## config.mk

```make
export PLATFORM = sky130hd
export DESIGN_NAME = cache_arbiter
export DESIGN_NICKNAME = d
export VERILOG_FILES = /design/src/rtl/arb_types.sv /design/src/rtl/arb_rr_pick.sv /design/src/rtl/cache_arbiter.sv
export SDC_FILE = /design/constraint.sdc
export NUM_CORES = 1
export LEC_CHECK = 0
export CORE_AREA = 2 2 546 548
export DETAILED_ROUTE_END_ITERATION = 7
export DIE_AREA = 0 0 548 550
export HOLD_SLACK_MARGIN = 0.06
export PLACE_DENSITY_LB_ADDON = 0.2
export SLEW_MARGIN = 5
export SYNTH_ARGS = -nofsm -noshare
export SYNTH_HDL_FRONTEND = slang
export SYNTH_SLANG_ARGS = --single-unit
```

## constraint.sdc

```tcl
create_clock -name clk -period 2.4 [get_ports clk]
set_clock_uncertainty 0.1 [all_clocks]
set_input_delay 0.24 -clock clk [delete_from_list [all_inputs] [get_ports clk]]
set_output_delay 0.24 -clock clk [all_outputs]
set_load 0.01 [all_outputs]
```

## src/rtl/arb_types.sv

```systemverilog
`default_nettype none
// ============================================================================
// Module      : arb_types (package)
// Description : Shared types for the cache arbiter: the FSM state encoding
//               and the round-robin grant owner.
// Revision    : 1.0 - initial release
// ============================================================================
package arb_types;

    typedef enum logic [1:0] {
        IDLE    = 2'd0,
        SERVE_I = 2'd1,
        SERVE_D = 2'd2,
        RECOVER = 2'd3
    } arb_state_t;

    typedef enum logic {
        GRANT_I = 1'b0,
        GRANT_D = 1'b1
    } arb_grant_t;

endpackage : arb_types
`default_nettype wire

```

## src/rtl/arb_rr_pick.sv

```systemverilog
`default_nettype none
// ============================================================================
// Module      : arb_rr_pick
// Description : Combinational two-way round-robin selector. A lone requester
//               always wins; on contention the side that did not win last
//               time is chosen.
// Ports       : req_i      - icache is requesting
//               req_d      - dcache is requesting
//               last_grant - owner of the most recent grant
//               valid      - at least one request present
//               grant      - selected owner (meaningful only when valid)
// Revision    : 1.0 - initial release
// ============================================================================
module arb_rr_pick
    import arb_types::*;
(
    input  logic       req_i,
    input  logic       req_d,
    input  arb_grant_t last_grant,
    output logic       valid,
    output arb_grant_t grant
);

    always_comb begin
        valid = req_i | req_d;
        grant = GRANT_I;
        if (req_i && req_d) begin
            grant = (last_grant == GRANT_I) ? GRANT_D : GRANT_I;
        end else if (req_d) begin
            grant = GRANT_D;
        end
    end

endmodule : arb_rr_pick
`default_nettype wire

```

## src/rtl/cache_arbiter.sv

```systemverilog
`default_nettype none
// ============================================================================
// Module      : cache_arbiter
// Description : Shares one physical-memory line port between the icache and
//               dcache. One request is granted at a time; its address, write
//               data and operation are latched at the grant edge and drive
//               memory until pmem_resp, which is routed combinationally back
//               to the owner. A one-cycle RECOVER state follows every
//               completion so the owner can drop its held request.
// Ports       : clk, rst (sync, active-low)
//               i_read/i_address -> i_rdata/i_resp      icache side
//               d_read/d_write/d_address/d_wdata
//                                -> d_rdata/d_resp      dcache side
//               pmem_read/pmem_write/pmem_address/pmem_wdata
//                                <- pmem_rdata/pmem_resp memory side
// Revision    : 1.0 - initial release
// ============================================================================
module cache_arbiter
    import arb_types::*;
#(
    parameter int ADDR_W = 32,
    parameter int LINE_W = 256
) (
    input  logic              clk,
    input  logic              rst,
    input  logic              i_read,
    input  logic [ADDR_W-1:0] i_address,
    output logic [LINE_W-1:0] i_rdata,
    output logic              i_resp,
    input  logic              d_read,
    input  logic              d_write,
    input  logic [ADDR_W-1:0] d_address,
    input  logic [LINE_W-1:0] d_wdata,
    output logic [LINE_W-1:0] d_rdata,
    output logic              d_resp,
    output logic              pmem_read,
    output logic              pmem_write,
    output logic [ADDR_W-1:0] pmem_address,
    output logic [LINE_W-1:0] pmem_wdata,
    input  logic [LINE_W-1:0] pmem_rdata,
    input  logic              pmem_resp
);

    arb_state_t        r_state;
    arb_state_t        w_state_next;
    arb_grant_t        r_last_grant;
    logic [ADDR_W-1:0] r_addr;
    logic [LINE_W-1:0] r_wdata;
    logic              r_op_write;

    logic              w_valid;
    arb_grant_t        w_grant;
    logic              w_take;
    logic              w_serving;

    arb_rr_pick u_pick (
        .req_i      (i_read),
        .req_d      (d_read | d_write),
        .last_grant (r_last_grant),
        .valid      (w_valid),
        .grant      (w_grant)
    );

    assign w_take = (r_state == IDLE) && w_valid;

    // State register and transaction latches.
    always_ff @(posedge clk) begin
        if (!rst) begin
            r_state      <= IDLE;
            r_last_grant <= GRANT_I;
            r_addr       <= '0;
            r_wdata      <= '0;
            r_op_write   <= 1'b0;
        end else begin
            r_state <= w_state_next;
            if (w_take) begin
                r_last_grant <= w_grant;
                r_addr       <= (w_grant == GRANT_D) ? d_address : i_address;
                r_wdata      <= d_wdata;
                // A dcache request with both strobes high is treated as a write.
                r_op_write   <= (w_grant == GRANT_D) && d_write;
            end
        end
    end

    always_comb begin
        w_state_next = r_state;
        case (r_state)
            IDLE: begin
                if (w_valid) begin
                    w_state_next = (w_grant == GRANT_D) ? SERVE_D : SERVE_I;
                end
            end
            SERVE_I, SERVE_D: begin
                if (pmem_resp) begin
                    w_state_next = RECOVER;
                end
            end
            RECOVER: w_state_next = IDLE;
            default: w_state_next = IDLE;
        endcase
    end

    assign w_serving    = (r_state == SERVE_I) || (r_state == SERVE_D);
    assign pmem_read    = w_serving && !r_op_write;
    assign pmem_write   = w_serving && r_op_write;
    assign pmem_address = r_addr;
    assign pmem_wdata   = r_wdata;

    // Responses outside a SERVE state are dropped here.
    assign i_resp  = (r_state == SERVE_I) && pmem_resp;
    assign d_resp  = (r_state == SERVE_D) && pmem_resp;
    assign i_rdata = pmem_rdata;
    assign d_rdata = pmem_rdata;

    a_no_dual_dcache_op : assert property (
        @(posedge clk) disable iff (!rst) !(d_read && d_write)
    );

endmodule : cache_arbiter
`default_nettype wire
```

==> impl_summary.log <==
[metrics] Post-Synth Simple-Gate Area: 0.133
[metrics] cell type with the largest total area after synthesis: sky130_fd_sc_hd__dfxtp_1
[metrics] mux contribution to synthesized area: 0.0222
[metrics] post-layout minimum cycle time: around 2.3 ns
[metrics] Fmax achieved: approximately 440 MHz
[metrics] cell leakage power: ~9 nW
[metrics] via count normalized by instance count: ~2.3
[metrics] worst min-delay path class: input port to register
[metrics] required time of the worst setup path: around 2 ns
[metrics] run status: finished, final reports clean
[metrics] final setup vio count: 0
[metrics] area grow syn2layout: 81.0%
[metrics] power density cells: 965 nW/um2
[metrics] startpoint type of the worst setup path: register
[metrics] final wirelength: about 150 mm
[metrics] worst skew pair latency: slightly above 0.7 ns
[metrics] Post-synth EDFFs: 0
[metrics] NumNets Final: ~2800
[metrics] final hold violation count: 0
[metrics] synth warn: 0
[metrics] total via count after detailed routing: approximately 14000
[metrics] largest cells by area after synthesis: sky130_fd_sc_hd__dfxtp_1 39%, sky130_fd_sc_hd__buf_4 27%, sky130_fd_sc_hd__nand2_1 13%, sky130_fd_sc_hd__a21boi_1 11%, sky130_fd_sc_hd__mux2i_1 2.1%
[metrics] cells along the critical path: clkdlybuf4s50_1
[metrics] Chip Width: 548 um
[metrics] post-synthesis adder-cell area fraction: 0.00252
[metrics] type of the worst setup path: register to output port
[metrics] Setup TNS Final: 0 ns
[metrics] count of buffer and inverter cells on the critical path: 1
[metrics] Final Cycle Share: 0.948
[metrics] most common cell after layout, fill and taps aside: sky130_fd_sc_hd__clkdlybuf4s50_1
[metrics] post-synthesis instance area: 14900 um2
[metrics] vias in the first global route: about 14000
[metrics] residual antenna-violating net count after detailed routing: 0
[metrics] HPWL Detailed: about 130 mm
[metrics] GRT Total Usage: 0.0982
[metrics] residual DRC count: 0
[metrics] maximum cell stage delay along the critical path: 0.89 ns
[metrics] sequential-to-total area share from yosys stat: 0.392
[metrics] Core ar.: approximately 300000 um2
[metrics] total nets after synthesis: about 2400
[metrics] unique cell type count in the Yosys netlist: 24
[metrics] WP data arrival: about 1.9 ns
[metrics] flops & latches, synth: 292
[metrics] largest net degree at the start of global routing: 71
[metrics] cell type group with the largest total delay on the critical path: buffers and inverters
[metrics] post-synthesis xor/xnor area fraction: 0
[metrics] clock tree root buffer cell: sky130_fd_sc_hd__clkbuf_16
[metrics] Initial DRT Pass Iterations: 5
[metrics] pin slew with the least headroom to its limit: approximately 0.72 ns
[metrics] number of CTS-inserted buffers: between 50 and 60
[metrics] Placed Instance Area: roughly 22000 um2
[metrics] wire length per cell after detailed routing: between 20 and 25 um
[metrics] RSZ-0062 raised after global routing: no
[metrics] I/O Buffers: slightly above 600
[metrics] TritonCTS clock tree: yes
[metrics] largest family of logic cells by synthesized area: buffers and inverters
[metrics] IO Pins: ~1400
[metrics] cell with the biggest individual delay on the critical path: sky130_fd_sc_hd__clkdlybuf4s50_1
[metrics] wire length of the first global-routing pass: between 150 and 200 mm
[metrics] predominant post-synthesis flop cell: sky130_fd_sc_hd__dfxtp_1
[metrics] max-slew violations: 0
[metrics] Maximum Capacitance Violations: 0
[metrics] mean post-synth cell area: 8.29 um2
[metrics] Iteration-0 DRC Markers: 476
[metrics] Compound-Gate Fraction of Synth Area: 0.157
[metrics] proportion of synthesized flip-flops having asynchronous set or reset: 0
[metrics] starting density of the core: 0.0504
[metrics] area fraction of the dominant cell type after synthesis: 0.392
[metrics] area enclosed by the die boundary: 301000 um2
[metrics] Critical Path End Type: output port
[metrics] clock-pin slew of the registers on the worst-case setup and hold paths: 0.06 ns
[metrics] number of standard-cell rows in the floorplan: 200
[metrics] GRT overflow: 0
[metrics] vertical extent of the die: ~550 um
[metrics] share of layout cells above drive strength 1: 0.0618
[metrics] Max FO, Critical Path: 2
[metrics] instance count of the mapped netlist: 1798
[metrics] maximum vdd ir drop: roughly 0.58 mV
[metrics] worst slew slack as a fraction of its limit: 0.517
[metrics] final weighted congestion in routability-driven placement: roughly 0.74
[metrics] Final Instance Area: 27000 um2
[metrics] commonest cells after routing, fill and taps aside: 609 x sky130_fd_sc_hd__clkdlybuf4s50_1, 516 x sky130_fd_sc_hd__nand2_1, 297 x sky130_fd_sc_hd__dlygate4sd3_1, 292 x sky130_fd_sc_hd__dfxtp_1, 220 x sky130_fd_sc_hd__a21boi_1
[metrics] number of sinks on the clock net: 292
[metrics] antenna violations before repair: 109
[metrics] CTS H-Tree Depth: 2
[metrics] Max Buffers Root-to-Sink: 3
## flip-flops by register name, summed over array words and instances (netlist names)
name / flops
pmem_address: 32
pmem_wdata: 256
r_last_grant: 1
r_op_write: 1
r_state: 2
## final cells by class
type | count | area [um2]
Multi-Input combinational cell | 890 | 4710
Tap cell | 3939 | 4930
Inverter | 4 | 15.0
Sequential cell | 292 | 5850
Clock buffer | 68 | 1480
Timing Repair Buffer | 959 | 9740
Clock inverter | 19 | 240
Antenna cell | 6 | 15.0
Fill cell | 34275 | 269000
## power by group
group          internal [W]  switching (W)  total, W
clock               0.00464        0.00328   0.00792
combinational       0.00463        0.00671    0.0113
sequential          0.00608       0.000690   0.00677
## repair_timing
item | 4_1_cts | 5_1_grt
resized for setup | 12 | 4
cloned | 0 | 0
endpoints found under the setup margin | 4 | 3
hold buffers | 297 | 0
buffers inserted | 0 | 0
hold endpoints to repair | 280 | 0
## cells in the mapped netlist, types with 4 or more instances
cell type,number
sky130_fd_sc_hd__dfxtp_1,292
sky130_fd_sc_hd__nand2_1,516
sky130_fd_sc_hd__a21oi_1,34
sky130_fd_sc_hd__and2_1,4
sky130_fd_sc_hd__o21ai_0,32
sky130_fd_sc_hd__buf_2,34
sky130_fd_sc_hd__clkbuf_1,43
sky130_fd_sc_hd__inv_1,4
sky130_fd_sc_hd__buf_4,535
sky130_fd_sc_hd__mux2i_1,32
sky130_fd_sc_hd__a21boi_0,38
sky130_fd_sc_hd__a21boi_1,220
## metrics by stage
| stage | total power, W | hold WS [ns] | setup slack (ns) | util | instances |
|---|---|---|---|---|---|
| 2_1_floorplan | 0.0118 | 0.275 | 0.748 | - | 1798 |
| 4_1_cts | 0.0272 | 0.0605 | 0.00542 | 0.0912 | 6171 |
| 3_5_place_dp | 0.0182 | 0.344 | 0.0600 | 0.0754 | 5787 |
| 5_1_grt | 0.0281 | 0.102 | 0.00794 | 0.0913 | 6172 |
| 3_3_place_gp | 0.0182 | 0.339 | 0.0780 | 0.0754 | 5787 |
| 6_report | 0.0260 | 0.122 | 0.125 | 0.0913 | 6177 |
## kinds of logic (layout without fill, tap and decap cells)
family                   count (synthesis)  in the layout
buffers and inverters                  616           1050
AO/OA/AOI/OAI                          331            331
AND/OR/NAND/NOR                        523            523
adder cells (fa/ha/maj)                  3              3
flip-flops                             292            292
other                                    0              6
multiplexers                            33             33
## per-layer routing
metal / routed length [um] / global-route usage / up-vias
met5: 41 / 0.000156 / -
li1: - / - / 6037
met2: 62500 / 0.146 / 1211
met3: 36900 / 0.107 / 494
met4: 9610 / 0.0518 / 6
met1: 44100 / 0.0800 / 6168
## final timing paths
check                                             startpoint                            end  slack [ns]  depth (start not counted)
worst min register to register  pmem_wdata[181]$_SDFFE_PN0P_   pmem_wdata[181]$_SDFFE_PN0P_        0.35                          2
worst max-delay path            pmem_wdata[200]$_SDFFE_PN0P_                pmem_wdata[200]        0.13                          1
worst max register to register       r_state[1]$_SDFFE_PN0P_  pmem_address[31]$_SDFFE_PN0P_        0.23                          7
worst min-delay path                            d_wdata[162]   pmem_wdata[162]$_SDFFE_PN0P_        0.12                          3
Power figures use the tool's default switching activity.
